--- src/rtl/aes_key_expansion.sv ---
// Iterative AES-128 key schedule: one round key per accepted valid/ready transfer, first key on the edge after start.
// Stalls fully under backpressure; `define AES_KEYEXP_REPLAY_EN adds stored-key replay (forward or reverse).
module aes_key_expansion #(
  parameter int NUM_ROUNDS = 10,
  parameter int IDX_W      = 4
) (
  input  logic             i_clk,
  input  logic             i_rst_n,
  input  logic             i_start,
  input  logic [127:0]     i_key,
`ifdef AES_KEYEXP_REPLAY_EN
  input  logic             i_replay,
  input  logic             i_reverse,
`endif
  output logic             o_busy,
  output logic             o_rk_valid,
  input  logic             i_rk_ready,
  output logic [127:0]     o_rk,
  output logic [IDX_W-1:0] o_rk_idx,
  output logic             o_done
);

  localparam logic [IDX_W-1:0] LAST = IDX_W'(NUM_ROUNDS);

  typedef enum logic [0:0] {ST_IDLE, ST_EMIT} state_e;

  state_e           state_q, state_d;
  logic [127:0]     key_q, key_d;
  logic [IDX_W-1:0] idx_q, idx_d;
  logic             done_q, done_d;
  logic             xfer;
  logic [127:0]     key_next;

  function automatic logic [7:0] gf_mul(input logic [7:0] a, input logic [7:0] b);
    logic [7:0] p;
    logic [7:0] x;
    p = 8'h00;
    x = a;
    for (int k = 0; k < 8; k++) begin
      if (b[k]) p = p ^ x;
      x = {x[6:0], 1'b0} ^ (x[7] ? 8'h1b : 8'h00);
    end
    return p;
  endfunction

  // S-box as multiplicative inverse (x^254 in GF(2^8)) followed by the affine map.
  function automatic logic [7:0] sbox(input logic [7:0] a);
    logic [7:0] p;
    logic [7:0] inv;
    p   = a;
    inv = 8'h01;
    for (int k = 1; k < 8; k++) begin
      p   = gf_mul(p, p);
      inv = gf_mul(inv, p);
    end
    return inv ^ {inv[6:0], inv[7]} ^ {inv[5:0], inv[7:6]} ^
           {inv[4:0], inv[7:5]} ^ {inv[3:0], inv[7:4]} ^ 8'h63;
  endfunction

  function automatic logic [7:0] rcon(input logic [IDX_W-1:0] i);
    logic [7:0] r;
    case (int'(i))
      0:       r = 8'h01;
      1:       r = 8'h02;
      2:       r = 8'h04;
      3:       r = 8'h08;
      4:       r = 8'h10;
      5:       r = 8'h20;
      6:       r = 8'h40;
      7:       r = 8'h80;
      8:       r = 8'h1b;
      9:       r = 8'h36;
      default: r = 8'h00;
    endcase
    return r;
  endfunction

  logic [31:0] rot_w;
  logic [31:0] temp_w;
  logic [31:0] nw0, nw1, nw2, nw3;

  always_comb begin
    rot_w    = {key_q[23:0], key_q[31:24]};
    temp_w   = {sbox(rot_w[31:24]), sbox(rot_w[23:16]), sbox(rot_w[15:8]), sbox(rot_w[7:0])} ^
               {rcon(idx_q), 24'h000000};
    nw0      = key_q[127:96] ^ temp_w;
    nw1      = key_q[95:64] ^ nw0;
    nw2      = key_q[63:32] ^ nw1;
    nw3      = key_q[31:0] ^ nw2;
    key_next = {nw0, nw1, nw2, nw3};
  end

  assign xfer = (state_q == ST_EMIT) && i_rk_ready;

`ifdef AES_KEYEXP_REPLAY_EN
  logic         rep_q, rep_d;
  logic         rev_q, rev_d;
  logic         ok_q, ok_d;
  logic [127:0] rk_mem [0:NUM_ROUNDS];

  always_ff @(posedge i_clk) begin
    if (xfer && !rep_q) rk_mem[idx_q] <= key_q;
  end
`endif

  always_comb begin
    state_d = state_q;
    key_d   = key_q;
    idx_d   = idx_q;
    done_d  = 1'b0;
`ifdef AES_KEYEXP_REPLAY_EN
    rep_d   = rep_q;
    rev_d   = rev_q;
    ok_d    = ok_q;
`endif
    case (state_q)
      ST_IDLE: begin
        if (i_start) begin
          key_d   = i_key;
          idx_d   = '0;
          state_d = ST_EMIT;
`ifdef AES_KEYEXP_REPLAY_EN
          rep_d   = 1'b0;
          ok_d    = 1'b0;
        end else if (i_replay && ok_q) begin
          rep_d   = 1'b1;
          rev_d   = i_reverse;
          idx_d   = i_reverse ? LAST : '0;
          state_d = ST_EMIT;
`endif
        end
      end
      ST_EMIT: begin
        if (xfer) begin
`ifdef AES_KEYEXP_REPLAY_EN
          if (rep_q) begin
            if ((rev_q && idx_q == '0) || (!rev_q && idx_q == LAST)) begin
              state_d = ST_IDLE;
              done_d  = 1'b1;
            end else begin
              idx_d = rev_q ? idx_q - 1'b1 : idx_q + 1'b1;
            end
          end else
`endif
          if (idx_q == LAST) begin
            state_d = ST_IDLE;
            done_d  = 1'b1;
`ifdef AES_KEYEXP_REPLAY_EN
            ok_d    = 1'b1;
`endif
          end else begin
            key_d = key_next;
            idx_d = idx_q + 1'b1;
          end
        end
      end
      default: state_d = ST_IDLE;
    endcase
  end

  always_ff @(posedge i_clk or negedge i_rst_n) begin
    if (!i_rst_n) begin
      state_q <= ST_IDLE;
      key_q   <= '0;
      idx_q   <= '0;
      done_q  <= 1'b0;
`ifdef AES_KEYEXP_REPLAY_EN
      rep_q   <= 1'b0;
      rev_q   <= 1'b0;
      ok_q    <= 1'b0;
`endif
    end else begin
      state_q <= state_d;
      key_q   <= key_d;
      idx_q   <= idx_d;
      done_q  <= done_d;
`ifdef AES_KEYEXP_REPLAY_EN
      rep_q   <= rep_d;
      rev_q   <= rev_d;
      ok_q    <= ok_d;
`endif
    end
  end

  assign o_busy     = (state_q == ST_EMIT);
  assign o_rk_valid = (state_q == ST_EMIT);
  assign o_rk_idx   = idx_q;
  assign o_done     = done_q;
`ifdef AES_KEYEXP_REPLAY_EN
  assign o_rk       = rep_q ? rk_mem[idx_q] : key_q;
`else
  assign o_rk       = key_q;
`endif

endmodule

--- config.mk ---
export PLATFORM = sky130hd
export DESIGN_NAME = aes_key_expansion
export DESIGN_NICKNAME = d
export VERILOG_FILES = /design/src/rtl/aes_key_expansion.sv
export SDC_FILE = /design/constraint.sdc
export NUM_CORES = 2
export LEC_CHECK = 0
export ABC_AREA = 0
export BUFFER_PORTS_ARGS = -buffer_cell sky130_fd_sc_hd__clkbuf_2
export CAP_MARGIN = 10
export CORE_MARGIN = 4
export CORE_UTILIZATION = 42
export CTS_CLUSTER_SIZE = 20
export DETAILED_ROUTE_END_ITERATION = 8
export PLACE_DENSITY_LB_ADDON = 0.05
export SETUP_SLACK_MARGIN = 0.1
export SLEW_MARGIN = 10
export SYNTH_ARGS = -nofsm -noshare
export SYNTH_HDL_FRONTEND = slang
export SYNTH_SLANG_ARGS = --single-unit
--- constraint.sdc ---
create_clock -name i_clk -period 14.3 [get_ports i_clk]
set_input_delay 0.715 -clock i_clk [delete_from_list [all_inputs] [get_ports i_clk]]
set_output_delay 0.715 -clock i_clk [all_outputs]
set_load 0.03 [all_outputs]
==> flow_summary.ini <==
[cts]
cts_buffer_depth = 2
cts_inserted_buffers = 17
ctsHtreeMaxLevel = 4
cts-root-buf = clkbuf_16
cts_tree = yes
clkSinkCount = 134
clk_latency_ns = 0.55
clk_pin_slew_ns = 0.09
holdBufCountCts = 0

[floorplanning]
num_rows = 144
start_util_pct = 42.3
core-area_um2 = 154000
die_h_um = 402
die_area_um2 = 162000
die_w_um = 402
ios = 267

[yosys]
syn_nets = 8824
yosysSeqAreaShare_pct = 5.14
synth_top_area_share_pct = 21.9
ys_async_sr_fraction_pct = 100
ys_top_cells_by_area = xnor2_1 22%, xnor3_1 12%, xor2_1 6.6%
syn_area_per_cell_um2 = 7.53
yosys_warnings = 0
yosys.cell_types.count = 114
ys_seq_elements = 134
synth_ff_type = dfrtp_1
postSynthCellCount = 8667
synth_edf_count = 0
synth_area_leader_cell = xnor2_1
syn_area_um2 = 65200

[sta]
finalHoldViolCount = 0
fin_crit_ns = 14.12
rsz0062_at_grt = true
worst_pin_slew_ns = 1.21
setup_violations = 0
slew_violations = 0
period_share_pct = 98.7
relSlewSlack_pct = 18.8
fin_worst_skew_ns = 0.0202
fmax_mhz = 70.8

[critical_path]
slowest_stage = xnor3_2
cp_common_cell = xnor3_2
path_max_fanout = 6
worst_setup_path_end_kind = flop
cp_slowest_stage_delay_ns = 0.52
criticalPathCategory = flop to flop
cp-start-kind = flop
timing.critical_path.required_ns = 14.65
critPathArrivalTime_ns = 14.47

[final_layout]
fin_util_pct = 55.5
nFillCells = 14600
fin_nets = 10100
area.sequential_um2 = 3370
syn_to_final_growth_pct = 31.3
multi_input_area_um2 = 64600
layout-drive-gt1-share_pct = 29.7
final_area_um2 = 85700

[global_route]
grt_use_total_pct = 29.8
antenna_found_initial = 18
grt_start_max_net_pins = 64
grt_pass1_wl_um = 385000
grt-ovfl-total = 0
grt_pass1_vias = 63300

[placement]
dp_hpwl_um = 193000
dpl-instance-area_um2 = 77300
io_buffers = 266
place.gp.congestion = 0.941

[routing]
wl_um = 256000
final_antenna_net_count = 0
first_pass_iters = 6
route.detailed.drc = 0
drtIter0Drc = 6421
vias_per_cell = 5.70
wire_per_inst_um = 21.4
via_count = 68300

[run_status]
status = complete, no violations

[worst_hold_path]
hold_path_class = input pin to async pin

[flow_run]
drv_cap = 0
## state kept, by name (all words and copies together) (netlist names)
register / count
o_busy: 1
o_done: 1
o_rk: 128
o_rk_idx: 4
## path summary, 6_finish.rpt
path                                   to  cells past startpoint      start  slack, ns
worst max register to register   o_rk[11]                     58    o_rk[7]       0.18
worst min register to register  o_rk[109]                      2  o_rk[109]       0.58
max in group asynchronous          o_busy                      2    i_rst_n      13.00
worst min-delay path             o_rk[34]                      1    i_rst_n       0.10
worst max-delay path             o_rk[11]                     58    o_rk[7]       0.18
min in group i_clk               o_rk[55]                      3  i_key[55]       0.37
## cells in the final DEF (no fill, tap or decap), drive strengths merged, types with 30 or more instances in the layout
master,instances
o211ai,80
dfrtp,134
xnor3,364
o21ai,462
nand2,906
a32oi,30
and3,37
mux2,41
xor2,539
nor2,1151
o31ai,37
a221oi,36
mux2i,210
clkbuf,283
nand4,36
nor3,207
a22oi,104
a21oi,466
o22ai,160
buf,1560
nand3,233
nor2b,69
or3,78
xnor2,1756
inv,101
xor3,36
and2,52
a31oi,87
nand2b,70
a211oi,85
## cell families after synthesis
family | Yosys count | share of synthesized area, %
XOR/XNOR | 2695 | 47.1
AND/OR/NAND/NOR | 2960 | 19.9
multiplexers | 254 | 4.03
AO/OA/AOI/OAI | 1894 | 18.8
flip-flops | 134 | 5.14
adder cells (fa/ha/maj) | 27 | 0.512
buffers and inverters | 703 | 4.52
## cell usage after synthesis (all sizes together) (14+ instances only)
cell and count:
o211a 23, nand3b 15, inv 90, nand2b 70, o211ai 80, a221o 21, mux2i 210, xor3 36
a2111oi 17, and3 37, a21oi 466, a211o 26, xnor2 1756, a21boi 14, nor3 207, or2 28
nand4 36, nor4 24, o32ai 24, a211oi 85, nor2b 69, mux2 41, xnor3 364, o21a 29
o31ai 37, a21o 20, a311oi 24, dfrtp 134, or3 78, a32oi 30, a22oi 104, buf 212
ha 25, nand3 233, nand2 906, o22ai 160, o21ai 462, a221oi 36, a31oi 87, nor3b 21
nor2 1151, o221ai 26, clkbuf 390, xor2 539, and2 52
## per-layer routing
layer	GRT usage, %	up-vias	routed length (µm)
li1	-	32500	-
met1	42.9	33200	117000
met2	47.4	2293	117000
met3	4.36	242	17200
met4	5.96	4	4400
met5	0	-	27
## through the flow
stage	instances	hold WS [ns]	setup slack [ns]	TNS, ns
after floorplan	8667	0.419	0.106	0
after global placement	11600	0.566	-0.396	-11.05
after detailed placement	11600	0.566	-0.535	-22.24
after CTS	11700	0.0901	0.0695	0
after global routing	12000	0.106	-0.225	-1.34
final	12000	0.103	0.184	0
## area by class of cell
type	instances	share of cell area [%]
inverter	101	0.454
clock buffer	17	0.497
timing repair buffer	1826	16.6
antenna	7	0.0205
sequential	134	3.93
tap	2044	2.99
clock inverter	15	0.181
multi-input combinational	7830	75.4
## worst max-delay path: cells and delay by family (launching register included)
kind                       cells  cell delay (ns)
muxes                          3             0.67
adders and majority gates      2             0.50
AOI/OAI and AO/OA              7             1.30
DFF                            1             0.44
and+or+nand+nor                9             1.78
buffers and inverters         11             1.66
xor gates and xnor gates      26             7.49
## what timing repair did
action | in CTS | in global routing
gates cloned | 0 | 4
pin swaps | 109 | 378
endpoints found under the setup margin | 113 | 128
setup buffers | 63 | 292
gates resized for setup | 199 | 718
Power is left out: the tool's default activity adds up to more than one toggle a clock period on the data nets, which glitch-free logic cannot reach.
